**src/rtl/restoring_divider.sv**
```systemverilog
// Sequential radix-2 restoring divider: one quotient bit per clock, MSB first.
// Start/finished handshake with back-to-back acceptance from DONE.
module restoring_divider #(
  parameter int BITS = 4
) (
  input  logic            i_clock,
  input  logic            i_reset,
  input  logic            i_start,
  input  logic [BITS-1:0] i_dividend,
  input  logic [BITS-1:0] i_divisor,
  output logic            o_busy,
  output logic            o_finished,
  output logic [BITS-1:0] o_quotient,
  output logic [BITS-1:0] o_remainder,
  output logic            o_div_by_zero
);

  localparam int CW = (BITS > 2) ? $clog2(BITS) : 1;

  typedef enum logic [1:0] {
    S_IDLE,
    S_RUN,
    S_DONE
  } state_t;

  state_t          state_reg, state_next;
  logic [CW-1:0]   count_reg, count_next;
  logic [BITS-1:0] rem_reg, rem_next;
  logic [BITS-1:0] dq_reg, dq_next;
  logic [BITS-1:0] divisor_reg, divisor_next;
  logic [BITS-1:0] quotient_reg, quotient_next;
  logic [BITS-1:0] remainder_reg, remainder_next;
  logic            dbz_reg, dbz_next;

  // The working remainder is BITS+1 bits only after the shift; between
  // iterations it is always below the divisor, so BITS bits are stored.
  logic [BITS:0]   partial;
  logic [BITS:0]   trial;
  logic            borrow;
  logic            last_iter;

  assign partial   = {rem_reg, dq_reg[BITS-1]};
  assign trial     = partial - {1'b0, divisor_reg};
  // partial < 2*divisor, so the trial lies in (-2^BITS, 2^BITS) and its
  // top bit is an exact borrow flag.
  assign borrow    = trial[BITS];
  assign last_iter = (count_reg == CW'(BITS - 1));

  always_ff @(posedge i_clock) begin
    if (!i_reset) begin
      state_reg     <= S_IDLE;
      count_reg     <= '0;
      rem_reg       <= '0;
      dq_reg        <= '0;
      divisor_reg   <= '0;
      quotient_reg  <= '0;
      remainder_reg <= '0;
      dbz_reg       <= 1'b0;
    end else begin
      state_reg     <= state_next;
      count_reg     <= count_next;
      rem_reg       <= rem_next;
      dq_reg        <= dq_next;
      divisor_reg   <= divisor_next;
      quotient_reg  <= quotient_next;
      remainder_reg <= remainder_next;
      dbz_reg       <= dbz_next;
    end
  end

  always_comb begin
    state_next     = state_reg;
    count_next     = count_reg;
    rem_next       = rem_reg;
    dq_next        = dq_reg;
    divisor_next   = divisor_reg;
    quotient_next  = quotient_reg;
    remainder_next = remainder_reg;
    dbz_next       = dbz_reg;

    case (state_reg)
      S_IDLE, S_DONE: begin
        if (i_start) begin
          state_next   = S_RUN;
          count_next   = '0;
          rem_next     = '0;
          dq_next      = i_dividend;
          divisor_next = i_divisor;
        end else if (state_reg == S_DONE) begin
          state_next = S_IDLE;
        end
      end

      S_RUN: begin
        rem_next   = borrow ? partial[BITS-1:0] : trial[BITS-1:0];
        dq_next    = {dq_reg[BITS-2:0], ~borrow};
        count_next = count_reg + CW'(1);
        if (last_iter) begin
          state_next     = S_DONE;
          count_next     = '0;
          quotient_next  = {dq_reg[BITS-2:0], ~borrow};
          remainder_next = borrow ? partial[BITS-1:0] : trial[BITS-1:0];
          dbz_next       = (divisor_reg == '0);
        end
      end

      default: begin
        state_next = S_IDLE;
      end
    endcase
  end

  assign o_busy        = (state_reg == S_RUN);
  assign o_finished    = (state_reg == S_DONE);
  assign o_quotient    = quotient_reg;
  assign o_remainder   = remainder_reg;
  assign o_div_by_zero = dbz_reg;

endmodule

```
**config.mk**
```make
export PLATFORM = sky130hd
export DESIGN_NAME = restoring_divider
export DESIGN_NICKNAME = d
export VERILOG_FILES = /design/src/rtl/restoring_divider.sv
export SDC_FILE = /design/constraint.sdc
export NUM_CORES = 1
export LEC_CHECK = 0
export CAP_MARGIN = 20
export CORE_MARGIN = 2
export CORE_UTILIZATION = 45
export CTS_BUF_LIST = sky130_fd_sc_hd__clkbuf_8
export CTS_CLUSTER_DIAMETER = 40
export DETAILED_ROUTE_END_ITERATION = 8
export GPL_TIMING_DRIVEN = 0
export PLACE_DENSITY_LB_ADDON = 0.12
export RECOVER_POWER = 100
export SYNTH_ARGS = -nofsm -noshare
export SYNTH_HDL_FRONTEND = slang
export SYNTH_SLANG_ARGS = --single-unit
export TNS_END_PERCENT = 10
```
**constraint.sdc**
```tcl
create_clock -name i_clock -period 4.6 [get_ports i_clock]
set_clock_uncertainty 0.05 [all_clocks]
set_input_delay 0.92 -clock i_clock [delete_from_list [all_inputs] [get_ports i_clock]]
set_output_delay 0.92 -clock i_clock [all_outputs]
set_load 0.01 [all_outputs]
```
======== Word-level counts from Yosys, hierarchy flattened ========
Index checks and enable logic that the tools add are counted.
word-level totals
  register bits ........................... 25
  bits in latches ......................... 0
  RAM bits ................................ 0
  memory bits (read-only) ................. 0
  input bits .............................. 11
  output and inout bits ................... 11
  memories ................................ 0
operators by class
  $add $sub $neg .......................... 2
  $mul .................................... 0
  div/mod/pow operators ................... 0
  $lt $le $gt $ge ......................... 0
  eq/ne operators ......................... 6
  shifts and indexed selects .............. 0
  muxes and demuxes ....................... 12
  bitwise gates (word level) .............. 1
  reductions and logical operators ........ 8
operator list
  cell                 number
  $pmux 4 s2           2
  $mux 4               3
  $mux 2               5
  $pmux 2 s2           2
  $reduce_and 2->1     4
  $sub 5x4->5          1
  $eq 2x2->1 const B   2
  $logic_not 4->1      1
  $ne 3x3->1 const B   1
  $add 2x1->2 const B  1
  $eq 2x1->1 const B   1
  $logic_not 2->1      1
  $ne 2x1->1 const B   1
  $ne 2x2->1 const B   1
  $reduce_bool 2->1    1
  $reduce_or 2->1      1
  $not 1->1            1

======== Logic depth before layout (Yosys ltp) ========
Gate-level depths: netlist of the first run.
  depth in word-level cells ............... 4
  gate-level depth with buffers ........... 9
  gate-level depth less buffers ........... 8

======== Least setup slack after synthesis of the first run ========
No wires, ideal clock.
  path type ............................... reg-to-reg
  start point ............................. reg dq_reg[3]
  end point ............................... reg remainder_reg[2], in the netlist o_remainder[2]
  arrival ................................. 1.932 ns
  setup slack ............................. 2.503 ns
  stages on the path, launching flop included .. 10
  path buffers ............................ 1
  cells stage by stage .................... dfxtp_1 > inv_1 > ha_1 > inv_1 > fa_1 > and3_4 > or3_1 > buf_6 > a21o_1 > a31o_1
on the way
  cells in the longest elaborated chain, start to end .. 2
ends and longest elaborated chain
  element                 line  source
  start, declared         29    logic [BITS-1:0] dq_reg, dq_next;
  start signal, assigned  63    dq_reg <= dq_next;
  $sub 5x4->5             43    assign trial = partial - {1'b0, divisor_reg};
  $mux 4                  102   remainder_next = borrow ? partial[BITS-1:0] : trial[BITS-1:0];
  end signal, assigned    66    remainder_reg <= remainder_next;
  end, declared           32    logic [BITS-1:0] remainder_reg, remainder_next;
No other way between the ends.
A chain may end at the register's enable or synchronous reset.

======== Worst setup path after layout of the first run ========
  start point ............................. reg state_reg[1]
  end point ............................... out o_busy
on the way
  cells in the longest elaborated chain, start to end .. 1
ends and longest elaborated chain
  element                 line  source
  start, declared         26    state_t state_reg, state_next;
  start signal, assigned  60    state_reg <= state_next;
  $eq 2x1->1              113   assign o_busy = (state_reg == S_RUN);
  end, declared           11    output logic o_busy,
No other way between the ends.

==> flow_metrics.tcl, run 1 <==
set metrics [dict create \
    outcome "completed" \
    netlist_instances 152 \
    criticalPathCategory "flip-flop to primary output" \
    cts_tree "yes" \
    maxCapViolCount 0 \
    yosys-top-cells-count "nand2_1, dfxtp_1, a21oi_1, nor2_1, nand3_1" \
    cp.arrival_ns 1.72 \
    cp_max_fo 10 \
    insertion_delay_ns 0.27 \
    regArea_um2 500 \
    synth-seq-cells 25 \
    synth_fp_nets 169 \
    hp-class "flip-flop to flip-flop" \
    setup-tns-final_ns 0 \
    cts_setup_buffers 0 \
    detail-route-antenna-nets 0 \
    ios 22 \
    final_cell_area_mm2 0.00152 \
    worst_pin_slew_ns 0.759 \
    synth_warnings 0 \
    cts_hold_buf 0 \
    cellLeakagePower_nw 0.610 \
    yosysMostFrequentCell "nand2_1" \
    cts_root_buf "clkbuf_8" \
    multiInputGateArea_um2 657 \
    wl_per_cell_um 14.4 \
    hold_viol_final 0 \
    io_buffers 21 \
    syn_area_per_cell_um2 8.10 \
    synth_cell_types 40 \
    core_mm2 0.00254 \
    cts_made_buffers 3 \
    clock_path_buffers 2 \
    cp-end-kind "primary output" \
    critPathRequiredTime_ns 3.63 \
    grt_usage_pct 20.2 \
    dieArea_mm2 0.00317 \
    place_hpwl_mm 2.26 \
    cts_sinks 25 \
    ctsResizeCount 0 \
    nets 195 \
    synth_top_cells_by_area "dfxtp_1, nand2_1, a21oi_1" \
    start_kind "flip-flop" \
    fin_crit_ns 2.69 \
    antenna_found_initial 0 \
    vias_per_cell 5.78 \
    synth_area_mm2 0.00123 \
    synthArstFlopShare_pct 0 \
    peakVddDrop_uv 198 \
    grt_pass1_vias 1174 \
    ys_seq_area_share_pct 40.7 \
    netlist.area_leader.share_pct 40.7 \
    drt_pass1_iterations 4 \
    grt-ovfl-total 0 \
    fin_crit_sh_pct 58.4 \
    fin_cells 207 \
    synth-edff-count 0 \
    area_delta_synth_final_pct 23.1 \
    fmax_mhz 372 \
    fillers 258 \
    drt_iter0_drc 29 \
    dieHeight_um 56.3 \
    maxSlewViolCount 0 \
    start_util_pct 48.4 \
    num_vias 1197 \
    h-tree-depth 1 \
    die_w_um 56.3 \
    place_congestion 0.800 \
    num_rows 18 \
    antenna_cells 0 \
    place_area_mm2 0.00148 \
    dpl.cell_count 203 \
    relSlewSlack_pct 48.9 \
    setup_violations 0 \
    grt_pass1_wl_mm 5.05 \
    rsz0062_at_grt "false" \
    drive_gt1_share_pct 3.95 \
    grt_max_degree 16 \
    drt_wl_total_mm 2.98 \
    drc 0 \
    p_per_area_mw_per_mm2 317 \
    synth_largest_area_cell "dfxtp_1" \
    clk_pin_slew_worst_paths_ns 0.09 \
    ys.flop_type "dfxtp_1" \
]
## through the flow
step	worst slack (ns)	total power, W	hold WS [ns]	util [%]
after CTS	2.02	0.000491	0.417	60.0
after detailed placement	1.86	0.000357	0.403	58.1
after floorplan	2.50	0.000322	0.395	-
after global placement	1.86	0.000353	0.396	58.1
after global routing	1.80	0.000507	0.436	59.5
final	1.91	0.000480	0.408	59.5
## critical path: stages (launching register included)
cell and delay, ns:
dfxtp_1 0.32, nand2b_1 0.23, inv_1 0.30, clkdlybuf4s50_1 0.60
## worst paths after layout
kind,start,slack (ns),end,cells past startpoint
min reg2reg,o_quotient[1],0.41,o_quotient[1],2
min,o_quotient[1],0.41,o_quotient[1],2
max,state_reg[1],1.91,o_busy,3
max reg2reg,divisor_reg[0],2.07,o_remainder[3],7
## layer usage
metal / vias to the layer above / routed length, µm / share of wire, % / track usage (%)
li1: 592 / - / - / -
met1: 572 / 1310 / 44 / 24.3
met2: 28 / 1500 / 50 / 35.3
met3: 5 / 132 / 4.4 / 3.23
met4: 0 / 38 / 1.3 / 8.50
met5: - / 0 / 0 / 0
## report_power, final
group	switching (W)	internal, W
Sequential	0.00000948	0.000227
Combinational	0.0000649	0.0000440
Clock	0.0000732	0.0000614
## placed cells by master (no fill, tap or decap), types with 2 or more instances in the layout
master,synthesis,layout
nor2b_1,2,2
inv_1,7,8
clkbuf_1,5,7
a21oi_1,14,14
nor2_1,9,9
nand2_1,27,27
nand3_1,8,8
clkdlybuf4s50_1,0,9
and3_1,3,4
nand4b_1,2,2
a311oi_1,4,4
nor3_1,2,2
a22oi_1,2,2
a31o_2,2,2
nand4_1,2,2
nand2b_1,3,3
a21o_1,2,2
o21ai_0,5,6
dfxtp_1,25,25
clkbuf_8,0,3
ha_1,5,5
dlygate4sd3_1,0,12
a31oi_1,2,2
## layout make-up
cell class                      instances  share of cell area (%)
Tap cell                               30                    2.48
Clock buffer                            3                    2.73
Multi-Input combinational cell        111                    43.4
Sequential cell                        25                    33.0
Clock inverter                          1                   0.495
Timing Repair Buffer                   21                    13.9
Buffer                                  8                    2.06
Inverter                                8                    1.98
## cells by family after synthesis
group,count (synthesis),share of synthesized area (%)
xor gates and xnor gates,1,0.712
and+or+nand+nor,65,25.7
DFF,25,40.7
AOI/OAI and AO/OA,39,20.6
adders and majority gates,6,6.71
buffers and inverters,16,5.59
Power figures use the tool's default switching activity.
==> inputs of run 2 (changes only) <==
clock period = 2.25 ns   (was 4.6 ns; I/O delays follow)
==> flow_metrics.tcl, run 2 (synthesis results as in run 1) <==
set metrics [dict create \
    crit_buf_inv 3 \
    crit_family "simple AND/OR/NAND/NOR gates" \
    drive_gt1_share_pct 7.34 \
    holdPathStages 2 \
    ios 22 \
    dieHeight_um 56.3 \
    grt_pass1_vias 1174 \
    drc 0 \
    hold-worst-slack_ns 0.409 \
    cpMostUsedCell "inv_1" \
    detail-route-antenna-nets 0 \
    crit-reg2reg-launch "dq_reg[3]" \
    drt_iter0_drc 32 \
    cp_cell_sequence "inv_1 > ha_1 > inv_1 > fa_2 > and3_4 > or3_1 > buf_6 > a21o_1 > a31o_1" \
    grt_pass1_wl_mm 5.05 \
    maxSlewViolCount 0 \
    maxCapViolCount 0 \
    cp.arrival_ns 2.31 \
    hp-class "flip-flop to flip-flop" \
    nets 195 \
    grt-ovfl-total 0 \
    clock_path_buffers 2 \
    h-tree-depth 1 \
    die_w_um 56.3 \
    ff2ff_path_depth 9 \
    rrSetupSlack_ns 0.07 \
    crit_slowest_cell "fa_2" \
    area_delta_synth_final_pct 25.0 \
    final_common_cell "nand2_1" \
    layout_common_cells "nand2_1, dfxtp_1, a21oi_1, dlygate4sd3_1" \
    criticalPathCategory "flip-flop to flip-flop" \
    hold_end "o_quotient[1]" \
    setup-tns-final_ns 0 \
    critPathRequiredTime_ns 2.38 \
    io_buffers 21 \
    outcome "completed" \
    cts_root_buf "clkbuf_8" \
    r2r_end "o_remainder[2]" \
    peakVddDrop_uv 410 \
    setup_violations 0 \
    fin_crit_ns 2.18 \
    worst_pin_slew_ns 0.508 \
    grt_max_degree 16 \
    place_congestion 0.800 \
    cts_tree "yes" \
    min_from "o_quotient[1]" \
    vias_per_cell 5.76 \
    cellLeakagePower_nw 0.613 \
    drt_wl_total_mm 3.01 \
    start_util_pct 48.4 \
    place_hpwl_mm 2.26 \
    wl_per_cell_um 14.6 \
    place_area_mm2 0.00148 \
    insertion_delay_ns 0.27 \
    final_cell_area_mm2 0.00154 \
    drt_pass1_iterations 4 \
    fin_crit_sh_pct 97.0 \
    start_kind "flip-flop" \
    core_mm2 0.00254 \
    cp-end-kind "flip-flop" \
    p_per_area_mw_per_mm2 654 \
    hold_viol_final 0 \
    num_rows 18 \
    cts_made_buffers 3 \
    num_vias 1193 \
    antenna_cells 0 \
    cts_sinks 25 \
    antenna_found_initial 0 \
    fmax_mhz 458 \
    grt_usage_pct 20.2 \
    clk_pin_slew_worst_paths_ns 0.09 \
    fillers 255 \
    cp_max_fo 7 \
    relSlewSlack_pct 66.2 \
    rsz0062_at_grt "false" \
    dieArea_mm2 0.00317 \
    max_stage_delay_ns 0.36 \
]
-- run 2: worst max-delay path by stage --
stage               startpoint              to  slack [ns]  depth (start not counted)
floorplan            dq_reg[3]  o_remainder[2]        0.15                          9
global placement       i_reset    count_reg[1]       -0.02                          5
detailed placement     i_reset    count_reg[1]       -0.02                          5
CTS                  dq_reg[3]  o_remainder[3]       -0.01                          8
global route         dq_reg[3]  o_remainder[2]       0.003                          9
finish               dq_reg[3]  o_remainder[2]        0.07                          9
-- run 2: what timing repair did --
action,in CTS,in global routing
resized for setup,0,3
endpoints found under the setup margin,2,7
cloned,0,0
buffers inserted,0,0
endpoints found under the hold margin,0,0
hold buffers,0,0
-- run 2: power by group --
group          switching [W]  internal [W]
Clock               0.000153      0.000126
Combinational       0.000139      0.000105
Sequential         0.0000193      0.000464
-- run 2: layout make-up --
| cell class | count | area [µm²] | area share (%) |
|---|---|---|---|
| multi-input cells | 111 | 673 | 43.7 |
| flip-flops and latches | 25 | 500 | 32.5 |
| repair buffers | 21 | 210 | 13.7 |
| clock buffers | 3 | 41.3 | 2.68 |
| plain buffers | 8 | 38.8 | 2.52 |
| well taps | 30 | 37.5 | 2.44 |
| inverters | 8 | 30.0 | 1.95 |
| clock inverters | 1 | 7.51 | 0.488 |
-- run 2: through the flow --
step | worst slack, ns | power [W] | util (%) | instances
after floorplan | 0.153 | 0.000658 | - | 152
after global placement | -0.0158 | 0.000722 | 58.1 | 203
after detailed placement | -0.0240 | 0.000730 | 58.1 | 203
after CTS | -0.0114 | 0.00100 | 60.0 | 207
after global routing | 0.00261 | 0.00106 | 60.5 | 207
final | 0.0670 | 0.00101 | 60.5 | 207
-- run 2: worst min-delay path: cells and delay by family, from the launching register on --
family | cells | cell delay [ns]
compound gates | 1 | 0.05
flops | 1 | 0.32
simple gates | 1 | 0.05
-- run 2: layer usage --
layer | up-vias | share of wire [%] | global-route usage, %
li1 | 593 | - | -
met3 | 5 | 2.8 | 3.23
met1 | 573 | 46 | 24.3
met5 | - | 0 | 0
met4 | 0 | 1.3 | 8.50
met2 | 22 | 49 | 35.3
